==> config.mk <==
export PLATFORM = sky130hd
export DESIGN_NAME = pc_ras_unit
export DESIGN_NICKNAME = d
export VERILOG_FILES = /design/src/rtl/pc_pkg.sv /design/src/rtl/pc_ras_unit_ras_stack.sv /design/src/rtl/pc_ras_unit.sv
export SDC_FILE = /design/constraint.sdc
export NUM_CORES = 1
export LEC_CHECK = 0
export ABC_AREA = 1
export CAP_MARGIN = 20
export CELL_PAD_IN_SITES_DETAIL_PLACEMENT = 0
export CELL_PAD_IN_SITES_GLOBAL_PLACEMENT = 2
export CORE_ASPECT_RATIO = 2
export CORE_MARGIN = 2
export CORE_UTILIZATION = 38
export DETAILED_ROUTE_END_ITERATION = 8
export DONT_BUFFER_PORTS = 1
export PLACE_DENSITY_LB_ADDON = 0.1
export SYNTH_ARGS = -nofsm -noshare
export SYNTH_HDL_FRONTEND = slang
export SYNTH_HIERARCHICAL = 1
export SYNTH_SLANG_ARGS = --single-unit
==> constraint.sdc <==
create_clock -name clk -period 3.2 [get_ports clk]
set_input_delay 0.16 -clock clk [delete_from_list [all_inputs] [get_ports clk]]
set_output_delay 0.16 -clock clk [all_outputs]
set_load 0.02 [all_outputs]
==> src/rtl/pc_pkg.sv <==
// Shared encodings for the program counter / return-address stack unit:
// operation codes, control FSM states and fault codes.
package pc_pkg;

  localparam logic [2:0] OP_NOP  = 3'b000;
  localparam logic [2:0] OP_INC  = 3'b001;
  localparam logic [2:0] OP_BRZ  = 3'b010;
  localparam logic [2:0] OP_BRNZ = 3'b011;
  localparam logic [2:0] OP_JMP  = 3'b100;
  localparam logic [2:0] OP_CALL = 3'b101;
  localparam logic [2:0] OP_RET  = 3'b110;
  localparam logic [2:0] OP_RSVD = 3'b111;

  typedef enum logic [1:0] {
    ST_BOOT  = 2'b00,
    ST_RUN   = 2'b01,
    ST_FAULT = 2'b10
  } pc_state_e;

  localparam logic [1:0] FC_NONE      = 2'b00;
  localparam logic [1:0] FC_OVERFLOW  = 2'b01;
  localparam logic [1:0] FC_UNDERFLOW = 2'b10;

endpackage

==> src/rtl/pc_ras_unit_ras_stack.sv <==
// LIFO of return addresses. Only the occupancy count is reset; entry
// contents are don't-care until written. Callers must not push when full
// or pop when empty.
module ras_stack #(
  parameter int WIDTH = 16,
  parameter int DEPTH = 4
) (
  input  logic                       clk,
  input  logic                       rst_n,
  input  logic                       push,
  input  logic                       pop,
  input  logic [WIDTH-1:0]           push_data,
  output logic [WIDTH-1:0]           top,
  output logic [$clog2(DEPTH+1)-1:0] count,
  output logic                       full,
  output logic                       empty
);

  localparam int CW = $clog2(DEPTH + 1);
  localparam int IW = (DEPTH > 1) ? $clog2(DEPTH) : 1;
  localparam logic [CW-1:0] ONE       = CW'(1);
  localparam logic [CW-1:0] DEPTH_VAL = CW'(DEPTH);

  logic [WIDTH-1:0] mem_q [DEPTH];
  logic [CW-1:0]    count_q, count_d;
  logic [IW-1:0]    wr_idx, top_idx;
  logic [CW-1:0]    top_pos;

  // Write slot is the current count; top entry sits one below it.
  assign top_pos = count_q - ONE;
  assign wr_idx  = count_q[IW-1:0];
  assign top_idx = top_pos[IW-1:0];

  assign full  = (count_q == DEPTH_VAL);
  assign empty = (count_q == '0);
  assign count = count_q;
  assign top   = mem_q[top_idx];

  always_comb begin
    count_d = count_q;
    if (push && !full) begin
      count_d = count_q + ONE;
    end else if (pop && !empty) begin
      count_d = count_q - ONE;
    end
  end

  always_ff @(posedge clk or negedge rst_n) begin
    if (!rst_n) begin
      count_q <= '0;
    end else begin
      count_q <= count_d;
    end
  end

  always_ff @(posedge clk) begin
    if (push && !full) begin
      mem_q[wr_idx] <= push_data;
    end
  end

endmodule

==> src/rtl/pc_ras_unit.sv <==
// Program counter with call/return stack: sequential, relative branch,
// absolute jump, call/return, stall and a sticky fault state left only by reset.
module pc_ras_unit
  import pc_pkg::*;
#(
  parameter int                  ADDR_WIDTH   = 16,
  parameter int                  OFFSET_WIDTH = 8,
  parameter int                  RAS_DEPTH    = 4,
  parameter logic [ADDR_WIDTH-1:0] RESET_VECTOR = '0
) (
  input  logic                           clk,
  input  logic                           reset,
  input  logic                           stall,
  input  logic [2:0]                     op,
  input  logic                           zero,
  input  logic [OFFSET_WIDTH-1:0]        offset,
  input  logic [ADDR_WIDTH-1:0]          target,
  output logic [ADDR_WIDTH-1:0]          instr_addr,
  output logic [$clog2(RAS_DEPTH+1)-1:0] ras_count,
  output logic                           fault,
  output logic [1:0]                     fault_code,
  output logic [1:0]                     dbg_state
);

  localparam logic [ADDR_WIDTH-1:0] ONE = ADDR_WIDTH'(1);

  pc_state_e             state_q, state_d;
  logic [ADDR_WIDTH-1:0] pc_q, pc_d;
  logic                  fault_q, fault_d;
  logic [1:0]            code_q, code_d;

  logic [ADDR_WIDTH-1:0] pc_inc, pc_rel, ras_top;
  logic                  push, pop, ras_full, ras_empty;

  assign pc_inc = pc_q + ONE;
  assign pc_rel = pc_q + {{(ADDR_WIDTH-OFFSET_WIDTH){offset[OFFSET_WIDTH-1]}}, offset};

  ras_stack #(
    .WIDTH (ADDR_WIDTH),
    .DEPTH (RAS_DEPTH)
  ) u_ras (
    .clk       (clk),
    .rst_n     (reset),
    .push      (push),
    .pop       (pop),
    .push_data (pc_inc),
    .top       (ras_top),
    .count     (ras_count),
    .full      (ras_full),
    .empty     (ras_empty)
  );

  always_comb begin
    state_d = state_q;
    pc_d    = pc_q;
    fault_d = fault_q;
    code_d  = code_q;
    push    = 1'b0;
    pop     = 1'b0;
    case (state_q)
      ST_BOOT: state_d = ST_RUN;
      ST_RUN: begin
        if (!stall) begin
          case (op)
            OP_NOP:  pc_d = pc_q;
            OP_BRZ:  pc_d = zero ? pc_rel : pc_inc;
            OP_BRNZ: pc_d = zero ? pc_inc : pc_rel;
            OP_JMP:  pc_d = target;
            OP_CALL: begin
              // Overflow freezes the PC where the offending call sits.
              if (ras_full) begin
                state_d = ST_FAULT;
                fault_d = 1'b1;
                code_d  = FC_OVERFLOW;
              end else begin
                push = 1'b1;
                pc_d = target;
              end
            end
            OP_RET: begin
              if (ras_empty) begin
                state_d = ST_FAULT;
                fault_d = 1'b1;
                code_d  = FC_UNDERFLOW;
              end else begin
                pop  = 1'b1;
                pc_d = ras_top;
              end
            end
            default: pc_d = pc_inc;
          endcase
        end
      end
      ST_FAULT: state_d = ST_FAULT;
      default:  state_d = ST_BOOT;
    endcase
  end

  always_ff @(posedge clk or negedge reset) begin
    if (!reset) begin
      state_q <= ST_BOOT;
      pc_q    <= RESET_VECTOR;
      fault_q <= 1'b0;
      code_q  <= FC_NONE;
    end else begin
      state_q <= state_d;
      pc_q    <= pc_d;
      fault_q <= fault_d;
      code_q  <= code_d;
    end
  end

  assign instr_addr = pc_q;
  assign fault      = fault_q;
  assign fault_code = code_q;
  assign dbg_state  = state_q;

endmodule

==> reports/summary.txt, run 1 <==
max-slew violation count = 0
Worst Path Class, Setup = flop to flop
Worst R2R End = u_ras/mem_q[1][1]
Util after Layout = 42.7%
top cells by area, synth = edfxtp_1 35%, nand2_1 13%, dfrtp_1 11%, inv_1 7.7%, ha_1 5.4%
ys async rst share = 27.3%
Initial Utilization = 38.7%
routability-driven placement congestion ratio = 0.808
Worst Reg-to-Reg Cells = 10
Hold Fails Final Rpt = 0
CTS tree = yes
port bufs = 0
reg2reg start = u_ras/count[1]
total of max-cap violations = 0
syn_nets = 742
Main synth FF type = edfxtp_1
Clock Tree Root = clkbuf_16
antenna violations before repair = 0
core area = 0.0144 mm²
Power Dens Cells = 968 mW/mm²
CP cell instances = inv_1 > ha_1 > nand2_1 > inv_1 > nor2_1 > inv_1 > nor2_1 > nand2_1 > nor2_1 > buf_4
Final Setup Violations = 0
CP endpoint = u_ras/mem_q[1][1]
WL final = 15,400 µm
Post-synth EDFFs = 64
worst stage delay on the critical path = 0.53 ns
# rows = 62
Setup crit start kind = flop
Hold Path Class = primary input to flop
Chip Width = 89.5 µm
total grt overflow = 0
Post-CTS Setup Inserts = 0
YS warnings = 6
first-pass GRT wire length = 24,200 µm
synthesized area = 0.00556 mm²
Crit path depth = 10
Worst setup EP type = flop
Via density = 4.97
Worst-Margin Slew = 0.543 ns
unrepaired setup endpoints after global routing = no
wire per inst = 17.3 µm
Final ANT Viol Nets = 0
clk buf depth = 2
Buffers & Inverters on Critical Path = 4
Switching Power = 2.69 mW
Switching Share = 45.3%
Layout area overhead = 10.2%
aggregate negative setup slack = 0 ns
vias after detailed routing = 4,423
part of the power in the clock network = 20.6%
Peak VDD IR = 369 µV
synth unique cells = 40
Worst Setup Slack, final = 0.861 ns
Final Skew = 0.00772 ns
GRT Overall Usage = 21.0%
worst rel slew slack = 63.5%
fmax = 428 MHz
flop-to-flop setup slack = 0.86 ns
clk sinks = 88
Final Cycle Share = 73.1%
Detail Placement HPWL = 12,100 µm
pre-CTS WS = 0.851 ns
die area = 0.0157 mm²
Lkg Pwr = 2.85 nW
layout net count = 749
combinational share of power = 46.9%
Initial DRC Count = 192
clock transition at the registers of the reported paths = 0.07 ns
Max FO, Critical Path = 16
Die Y = 175 µm
Mapped Cells = 686
CTS Buf Count = 9
CP max-delay cell = dfrtp_1
crit-path leading delay family = simple AND/OR/NAND/NOR gates
First-pass DRT Iterations = 4
post-synthesis sequential area ratio = 45.4%
Pint = 3.24 mW
Residual DRC = 0
sequential share of power = 32.5%
clk_lat worst skew = 0.34 ns
status = finished, final reports clean
minimum clock period = 2.34 ns
top-area cell type share of the netlist area = 34.6%
layout cell share with drive strength beyond 1 = 7.88%
#FFs+latches synth = 88
htree depth = 3
pin count of the biggest net entering global routing = 36
vias in the first global route = 4,576
fillers = 1,475
# diodes = 0
I/O pins = 55
Synth area leader = edfxtp_1
Critical Path RT = 3.21 ns
worst setup path start = u_ras/count[1]
syn avg cell area = 8.10 µm²
Worst Path Arrival = 2.35 ns
==> repair_timing <==
action                                 in CTS  in global routing
gates resized for setup                     0                  0
endpoints found under the hold margin      24                  0
hold buffers                                2                  0
==> Yosys cell counts, types with 6 or more instances <==
master,instances
buf_6,6
ha_1,24
nand4_1,7
nand3_1,50
a22oi_1,17
o211ai_1,16
dfrtp_1,24
xor2_1,6
nand2_1,187
nor2_2,9
a21oi_1,21
inv_1,114
o21ai_0,22
nor3_1,6
edfxtp_1,64
nor2_1,59
==> worst reg2reg max path, delay by kind of cell, from the launching register on <==
family,cells,cell delay (ns)
fa+ha+maj,1,0.22
buf+inv,4,0.55
flops,1,0.53
simple gates,5,0.71
==> metrics by stage <==
| step | cells | power (mW) | instance area, µm² | hold WS, ns |
|---|---|---|---|---|
| floorplan | 686 | 3.97 | 5560 | -0.136 |
| global placement | 872 | 4.71 | 5740 | -0.135 |
| detailed placement | 872 | 4.76 | 5740 | -0.135 |
| CTS | 890 | 6.01 | 6120 | 0.0635 |
| global route | 890 | 6.43 | 6120 | 0.0894 |
| finish | 890 | 5.93 | 6120 | 0.0660 |
==> power groups by stage <==
stage                     sequential, mW  combinational (mW)  clock (mW)
after floorplan                     1.91                2.06           0
after global placement              1.95                2.76           0
after detailed placement            1.96                2.80           0
after CTS                           1.93                2.82        1.25
after global routing                1.96                3.18        1.28
final                               1.93                2.78        1.22
==> logic make-up after synthesis <==
group           Yosys count  synth area share, %
xor+xnor                 11                 1.73
flops                    88                 45.4
compound gates           88                 9.91
buf+inv                 136                 10.6
fa+ha+maj                25                 5.76
simple gates            338                 26.6
==> worst min path at each step <==
stage | to | depth (start not counted) | slack, ns | startpoint
after floorplan | dbg_state[0] | 0 | -0.14 | reset
after global placement | dbg_state[0] | 0 | -0.13 | reset
after detailed placement | fault | 0 | -0.13 | reset
after CTS | instr_addr[15] | 4 | 0.06 | target[15]
after global routing | instr_addr[0] | 2 | 0.09 | target[0]
final | instr_addr[15] | 4 | 0.07 | target[15]
==> sequential cells by signal, summed over array words and instances, names as in the netlist <==
name         flops
fault            1
u_ras/mem_q     64
dbg_state        2
u_ras/count      3
instr_addr      16
fault_code       2
==> cell usage in the layout (no fill, tap or decap), drive strengths merged <==
cell type    count
and2             5
xnor2            5
o21a             2
edfxtp          64
a31oi            3
dfrtp           24
nor3             8
clkinv           2
buf             11
nand3b           4
o211ai          16
nand2          189
a21oi           21
nand4            8
nand3           52
a22oi           17
dlygate4sd3      1
or2              4
clkbuf          10
o22a             1
ha              24
inv            121
nor2            68
fa               1
bufinv           3
o21ai           28
xor2             6
==> metal layers <==
| metal | vias up | track usage (%) | routed length [µm] |
|---|---|---|---|
| met4 | 0 | 7.28 | 237 |
| met3 | 16 | 2.79 | 426 |
| met2 | 71 | 41.5 | 9180 |
| met5 | - | 0 | 0 |
| li1 | 2251 | - | - |
| met1 | 2085 | 21.1 | 5570 |
==> final cells by class <==
cell class                 instances  area [µm²]  share of cell area [%]
sequential                        88        2520                    41.2
inverter                         120         455                    7.44
multi-input combinational        462        2440                    39.9
clock inverter                     6         115                    1.88
clock buffer                      10         239                    3.90
timing repair buffer              12         105                    1.72
tap                              192         240                    3.92
(Power assumes the default switching activity.)
==> inputs of run 2 (changes only) <==
ABC_AREA = 0   (was 1)
CORE_UTILIZATION = 43   (was 38)
clock period = 2.4 ns   (was 3.2 ns; I/O delays follow)
==> run 2 against run 1 <==
Area after synthesis decreased by 8.4%. First-iteration DRC count rose by 88%. Synthesized cell count decreased by 37%. Power up 23%. Highest routed layer unchanged. Clock-buffer cell count shrank 1. Flip-flop and latch count is the same. Die area shrank 18%. Sequential power rose by 16%.
==> reports/summary.txt, run 2 <==
Critical Path RT = 2.61 ns (-0.60 ns)
Worst Path Class, Setup = flop to flop
Synth area leader = edfxtp_1
Worst setup EP type = flop
Final Cycle Share = 94.4% (+21 points)
total of max-cap violations = 0 (unchanged)
CTS Buf Count = 9 (unchanged)
reg2reg start = u_ras/count[1]
Clock Tree Root = clkbuf_16
Final Setup Violations = 0 (unchanged)
cell area after layout = 0.00589 mm² (-3.8%)
Setup crit start kind = flop
Switching Power = 2.91 mW (+8.2%)
Mapped Cells = 433 (-37%)
htree depth = 3 (unchanged)
Detail Placement HPWL = 9720 µm (-19%)
WL final = 13,100 µm (-15%)
max-slew violation count = 0 (unchanged)
Max FO, Critical Path = 6 (-10)
first-pass GRT wire length = 20,500 µm (-15%)
combinational share of power = 49.9% (+3.0 points)
Lkg Pwr = 2.13 nW (-25%)
Worst-Margin Slew = 0.653 ns (+0.110 ns)
Worst Path Arrival = 2.48 ns (+0.13 ns)
syn_nets = 489 (-34%)
minimum clock period = 2.27 ns (-0.0728 ns)
Worst R2R End = instr_addr[15]
Post-synth EDFFs = 64 (unchanged)
Power Dens Cells = 1240 mW/mm² (+28%)
Main synth FF type = edfxtp_1
Pint = 4.41 mW (+36%)
Min-Delay Endpoint = instr_addr[2]
fillers = 1,054 (-29%)
core area = 0.0116 mm² (-19%)
die area = 0.0128 mm² (-18%)
I/O pins = 55 (unchanged)
clk_lat worst skew = 0.34 ns (about the same)
multi-input logic area = 0.00247 mm² (+0.97%)
vias after detailed routing = 3,669 (-17%)
most frequent cells in the layout = 64 x edfxtp_1, 43 x buf_4, 26 x nand2_1, 23 x nor2_1, 23 x dfrtp_1
synth unique cells = 65 (+63%)
Reg area = 0.00252 mm² (about the same)
max FFs per register = 64 (unchanged)
port bufs = 0 (unchanged)
Hold Path Class = primary input to flop
Peak VDD IR = 792 µV (+110%)
#FFs+latches synth = 88 (unchanged)
Cells on Worst Hold Path = 2 (-2)
worst stage delay on the critical path = 0.51 ns (-0.02 ns)
total power draw = 7.31 mW (+23%)
First-pass DRT Iterations = 8 (+4)
Chip Width = 81.0 µm (-9.6%)
part of the power in the clock network = 19.5% (-1.1 points)
Die Y = 158 µm (-9.8%)
fmax = 441 MHz (+3.2%)
Worst Reg-to-Reg Cells = 9 (-1)
worst rel slew slack = 56.5% (-7.1 points)
CP max-delay cell = or4_1
Area after DPL = 0.00551 mm² (-3.9%)
hold path start = target[2]
# rows = 56 (-9.7%)
vias in the first global route = 3,717 (-19%)
top cells by area, synth = edfxtp_1 38%, dfrtp_1 12%, ha_1 5.9%, mux4_1 4.1%, mux4_2 3.5%
total grt overflow = 0 (unchanged)
most common cell in the netlist = edfxtp_1
clock transition at the registers of the reported paths = 0.07 ns (about the same)
syn avg cell area = 11.8 µm² (+45%)
Final ANT Viol Nets = 0 (unchanged)
pin count of the biggest net entering global routing = 25 (-31%)
antenna violations before repair = 0 (unchanged)
Largest Register = u_ras/mem_q
routability-driven placement congestion ratio = 0.874 (+8.1%)
synthesized area = 0.00509 mm² (-8.4%)
Switching Share = 39.8% (-5.6 points)
Initial DRC Count = 361 (+88%)
Layout area overhead = 15.6%
Post-synth top cells = 64 x edfxtp_1, 26 x nand2_1, 24 x dfrtp_1, 24 x ha_1, 23 x nor2_1
clk buf depth = 2 (unchanged)
layout cell share with drive strength beyond 1 = 18.9% (+11 points)
top-area cell type share of the netlist area = 37.7% (+3.2 points)
Via density = 5.95 (+20%)
Initial Utilization = 43.8% (+5.1 points)
layout net count = 523 (-30%)
status = finished, final reports clean
CP cell instances = inv_1 > ha_2 > ha_4 > nand3_1 > a21oi_2 > or2_4 > o21ai_0 > and3_1 > or4_1
sequential share of power = 30.6% (-1.9 points)
# diodes = 0 (unchanged)
flop-to-flop setup slack = 0.13 ns (-0.73 ns)
CTS tree = yes
Final Skew = 0.00845 ns (+0.000724 ns)
YS warnings = 6 (unchanged)
Residual DRC = 0 (unchanged)
Hold Fails Final Rpt = 0 (unchanged)
ys async rst share = 27.3% (unchanged)
wire per inst = 21.2 µm (+22%)
unrepaired setup endpoints after global routing = no
commonest non-fill, non-tap cell in the layout = edfxtp_1
post-synthesis sequential area ratio = 49.5% (+4.1 points)
GRT Overall Usage = 21.9% (+0.87 points)
clk sinks = 88 (unchanged)
[run 2: repair_timing]
action	4_1_cts	5_1_grt
endpoints found under the setup margin	1	69
buffers inserted	0	0
hold buffers	2	0
gates resized for setup	1	6
endpoints found under the hold margin	24	0
[run 2: worst max path at each step]
stage | slack, ns | endpoint | startpoint | depth (start not counted)
after floorplan | 0.007 | instr_addr[15] | u_ras/count[0] | 11
after global placement | -0.08 | instr_addr[15] | instr_addr[4] | 7
after detailed placement | -0.15 | instr_addr[15] | instr_addr[4] | 7
after CTS | 0.08 | instr_addr[15] | instr_addr[4] | 7
after global routing | 0.003 | instr_addr[15] | dbg_state[1] | 8
final | 0.13 | instr_addr[15] | u_ras/count[1] | 9
[run 2: routing by layer]
layer,wire [µm],vias to the layer above,GRT usage [%]
met5,0,-,0
met4,187,0,5.81
met3,598,19,5.30
met2,7110,80,38.8
met1,5170,1809,26.1
li1,-,1761,-
[run 2: critical path: cells and delay by family (launching register included)]
kind,cells,cell delay (ns)
buffers and inverters,1,0.13
AOI/OAI and AO/OA,2,0.29
adders and majority gates,2,0.39
DFF,1,0.38
and+or+nand+nor,4,0.95
[run 2: layout make-up]
class / count / share of cell area [%]
multi-input combinational: 309 / 41.9
clock buffer: 9 / 3.83
timing repair buffer: 45 / 5.99
sequential: 88 / 42.9
clock inverter: 7 / 1.34
inverter: 14 / 0.978
tap: 145 / 3.08
[run 2: cell families (layout without fill, tap and decap cells)]
group | Yosys count | count (layout) | synth area share, %
buffers and inverters | 36 | 75 | 3.54
AO/OA/AOI/OAI | 114 | 114 | 15.2
flip-flops | 88 | 88 | 49.5
adder cells (fa/ha/maj) | 25 | 25 | 6.29
multiplexers | 19 | 19 | 8.30
XOR/XNOR | 22 | 22 | 3.78
AND/OR/NAND/NOR | 129 | 129 | 13.3
[run 2: power groups by stage]
| stage | registers, mW | logic (mW) | clock network, mW |
|---|---|---|---|
| after floorplan | 2.56 | 2.20 | 0 |
| after global placement | 2.26 | 3.51 | 0 |
| after detailed placement | 2.27 | 3.56 | 0 |
| after CTS | 2.24 | 3.62 | 1.46 |
| after global routing | 2.27 | 4.02 | 1.52 |
| final | 2.24 | 3.65 | 1.43 |
[run 2: metrics by stage]
step / setup TNS, ns / utilization (%) / setup WS (ns) / instances / hold WS, ns
after floorplan: 0 / - / 0.00732 / 433 / -0.176
after global placement: -0.0776 / 47.4 / -0.0776 / 599 / -0.173
after detailed placement: -0.154 / 47.4 / -0.154 / 599 / -0.173
after CTS: 0 / 50.3 / 0.0813 / 617 / 0.0116
after global routing: 0 / 50.6 / 0.00349 / 617 / 0.0337
final: 0 / 50.6 / 0.134 / 617 / 0.0272
==> inputs of run 3 (changes only) <==
BUFFER_PORTS_ARGS = -buffer_cell sky130_fd_sc_hd__buf_4   (was default)
CORE_UTILIZATION = 40   (was 43)
DONT_BUFFER_PORTS = default   (was 1)
==> run 3 against run 2 <==
Non-clock buffer count is 49 higher. Maximum frequency is 0.39% lower. First-iteration DRC count decreased by 15%. Global-route usage is 2.1 points lower. Power up 2.8%. Critical endpoint is now instr_addr[14]. Via count increased by 5.3%. Clock skew increased by 0.0035 ns.
==> reports/summary.txt, run 3 (synthesized netlist as in run 2, its figures left out) <==
vias after detailed routing = 3,863 (+5.3%)
Setup crit start kind = flop
Via density = 5.76 (-3.2%)
Reg area = 0.00252 mm² (unchanged)
Detail Placement HPWL = 10,200 µm (+4.8%)
fmax = 440 MHz (-0.39%)
aggregate negative setup slack = 0 ns (unchanged)
core area = 0.0125 mm² (+7.3%)
Initial DRC Count = 308 (-15%)
Final ANT Viol Nets = 0 (unchanged)
antenna violations before repair = 0 (unchanged)
port bufs = 54 (+54)
multi-input logic area = 0.00244 mm² (-1.0%)
Power Dens Cells = 1210 mW/mm² (-2.7%)
routability-driven placement congestion ratio = 0.811 (-7.1%)
worst rel slew slack = 56.6% (+0.16 points)
CP cell instances = buf_4 > inv_1 > fa_1 > nor2b_1 > o211ai_1 > a21bo_2 > a21oi_1 > o41a_1 > nand3_1
Final Skew = 0.0120 ns (+0.00353 ns)
Placed Cells = 654 (+9.2%)
max FFs per register = 64 (unchanged)
First-pass DRT Iterations = 7 (-1)
WL final = 13,400 µm (+2.9%)
commonest non-fill, non-tap cell in the layout = buf_4
Max FO, Critical Path = 6 (unchanged)
Chip Width = 83.8 µm (+3.5%)
# rows = 58 (+3.6%)
Final Setup Violations = 0 (unchanged)
Worst Path Arrival = 2.50 ns (+0.02 ns)
met2 Use GR = 36.8% (-2.0 points)
Hold Path Class = primary input to flop
die area = 0.0137 mm² (+7.2%)
total power draw = 7.52 mW (+2.8%)
clk buf depth = 2 (unchanged)
clk_lat worst skew = 0.34 ns (about the same)
crit-path leading delay family = compound AO/OA/AOI/OAI gates
vias in the first global route = 3,798 (+2.2%)
Hold Fails Final Rpt = 0 (unchanged)
Worst-Margin Slew = 0.645 ns (-0.00831 ns)
Clock Tree Root = clkbuf_16
Residual DRC = 0 (unchanged)
Critical Path RT = 2.62 ns (about the same)
clk sinks = 88 (unchanged)
most frequent cells in the layout = 93 x buf_4, 64 x edfxtp_1, 26 x nand2_1, 23 x nor2_1, 23 x dfrtp_1
Post-Layout Cell Count = 671 (+8.8%)
Buffers & Inverters on Critical Path = 2 (+1)
htree depth = 3 (unchanged)
CTS tree = yes
total grt overflow = 0 (unchanged)
max-slew violation count = 0 (unchanged)
# diodes = 0 (unchanged)
GRT Overall Usage = 19.8% (-2.1 points)
unrepaired setup endpoints after global routing = no
minimum clock period = 2.28 ns (+0.00893 ns)
fillers = 1,146 (+8.7%)
Die Y = 164 µm (+3.6%)
Peak VDD IR = 747 µV (-5.6%)
worst stage delay on the critical path = 0.44 ns (-0.07 ns)
Lkg Pwr = 2.36 nW (+11%)
Initial Utilization = 40.8% (-3.0 points)
CP max-delay cell = fa_1
clock transition at the registers of the reported paths = 0.08 ns (about the same)
layout net count = 572 (+9.4%)
Largest Register = u_ras/mem_q
GR peak layer = met2
Worst setup EP type = flop
pin count of the biggest net entering global routing = 25 (unchanged)
Worst Path Class, Setup = flop to flop
Layout area overhead = 22.1%
Final Cycle Share = 94.8% (+0.37 points)
I/O pins = 55 (unchanged)
layout cell share with drive strength beyond 1 = 26.1% (+7.2 points)
total of max-cap violations = 0 (unchanged)
met3 Resource Use GR = 2.27% (-3.0 points)
first-pass GRT wire length = 20,700 µm (+1.0%)
GR Util met1 = 22.8% (-3.2 points)
wire per inst = 20.0 µm (-5.4%)
status = finished, final reports clean
CTS Buf Count = 9 (unchanged)
==> run 3: through the flow <==
| step | util (%) | setup slack [ns] | hold slack, ns | area, µm² |
|---|---|---|---|---|
| after CTS | 49.8 | 0.0558 | 0.112 | 6210 |
| after global placement | 47.2 | 0.0336 | 0.0577 | 5890 |
| after detailed placement | 47.2 | 0.0142 | 0.0629 | 5890 |
| after global routing | 49.8 | 0.0106 | 0.141 | 6220 |
| after floorplan | - | 0.00732 | -0.176 | 5140 |
| final | 49.8 | 0.125 | 0.122 | 6220 |
==> run 3: path summary, 6_finish.rpt <==
kind | startpoint | endpoint | slack [ns] | cells after the start
setup / recovery | instr_addr[1] | instr_addr[14] | 0.12 | 9
hold / removal | target[2] | instr_addr[2] | 0.12 | 3
setup reg to reg | instr_addr[1] | instr_addr[14] | 0.12 | 9
hold reg to reg | fault | fault | 0.48 | 1
max in group asynchronous | reset | instr_addr[0] | 1.88 | 2
min in group asynchronous | reset | fault | 0.23 | 2
==> run 3: layout make-up <==
| type | instances | area share, % |
|---|---|---|
| Sequential cell | 88 | 40.6 |
| Clock inverter | 7 | 1.21 |
| Tap cell | 150 | 3.02 |
| Multi-Input combinational cell | 309 | 39.3 |
| Clock buffer | 9 | 3.62 |
| Timing Repair Buffer | 94 | 11.4 |
| Inverter | 14 | 0.925 |
==> run 3: repair_timing <==
item,4_1_cts,5_1_grt
resized for setup,1,3
hold buffers,1,0
buffers inserted,0,0
setup endpoints to repair,1,65
gates cloned,0,0
endpoints found under the hold margin,24,0
==> run 3: report_power, final <==
group	switching [mW]	internal [mW]	total, mW
logic	2.20	1.73	3.94
registers	0.147	2.05	2.20
clock network	0.649	0.736	1.38
==> run 3: worst register-to-register path: cells and delay by family (launching register included) <==
family	cells	cell delay [ns]
fa+ha+maj	1	0.44
buf+inv	2	0.22
simple gates	2	0.25
compound gates	4	0.90
flops	1	0.35
==> run 3: routing by layer <==
| metal | vias up | wire [µm] |
|---|---|---|
| met5 | - | 0 |
| met4 | 0 | 402 |
| met3 | 20 | 365 |
| met2 | 76 | 7430 |
| met1 | 1905 | 5250 |
| li1 | 1862 | - |
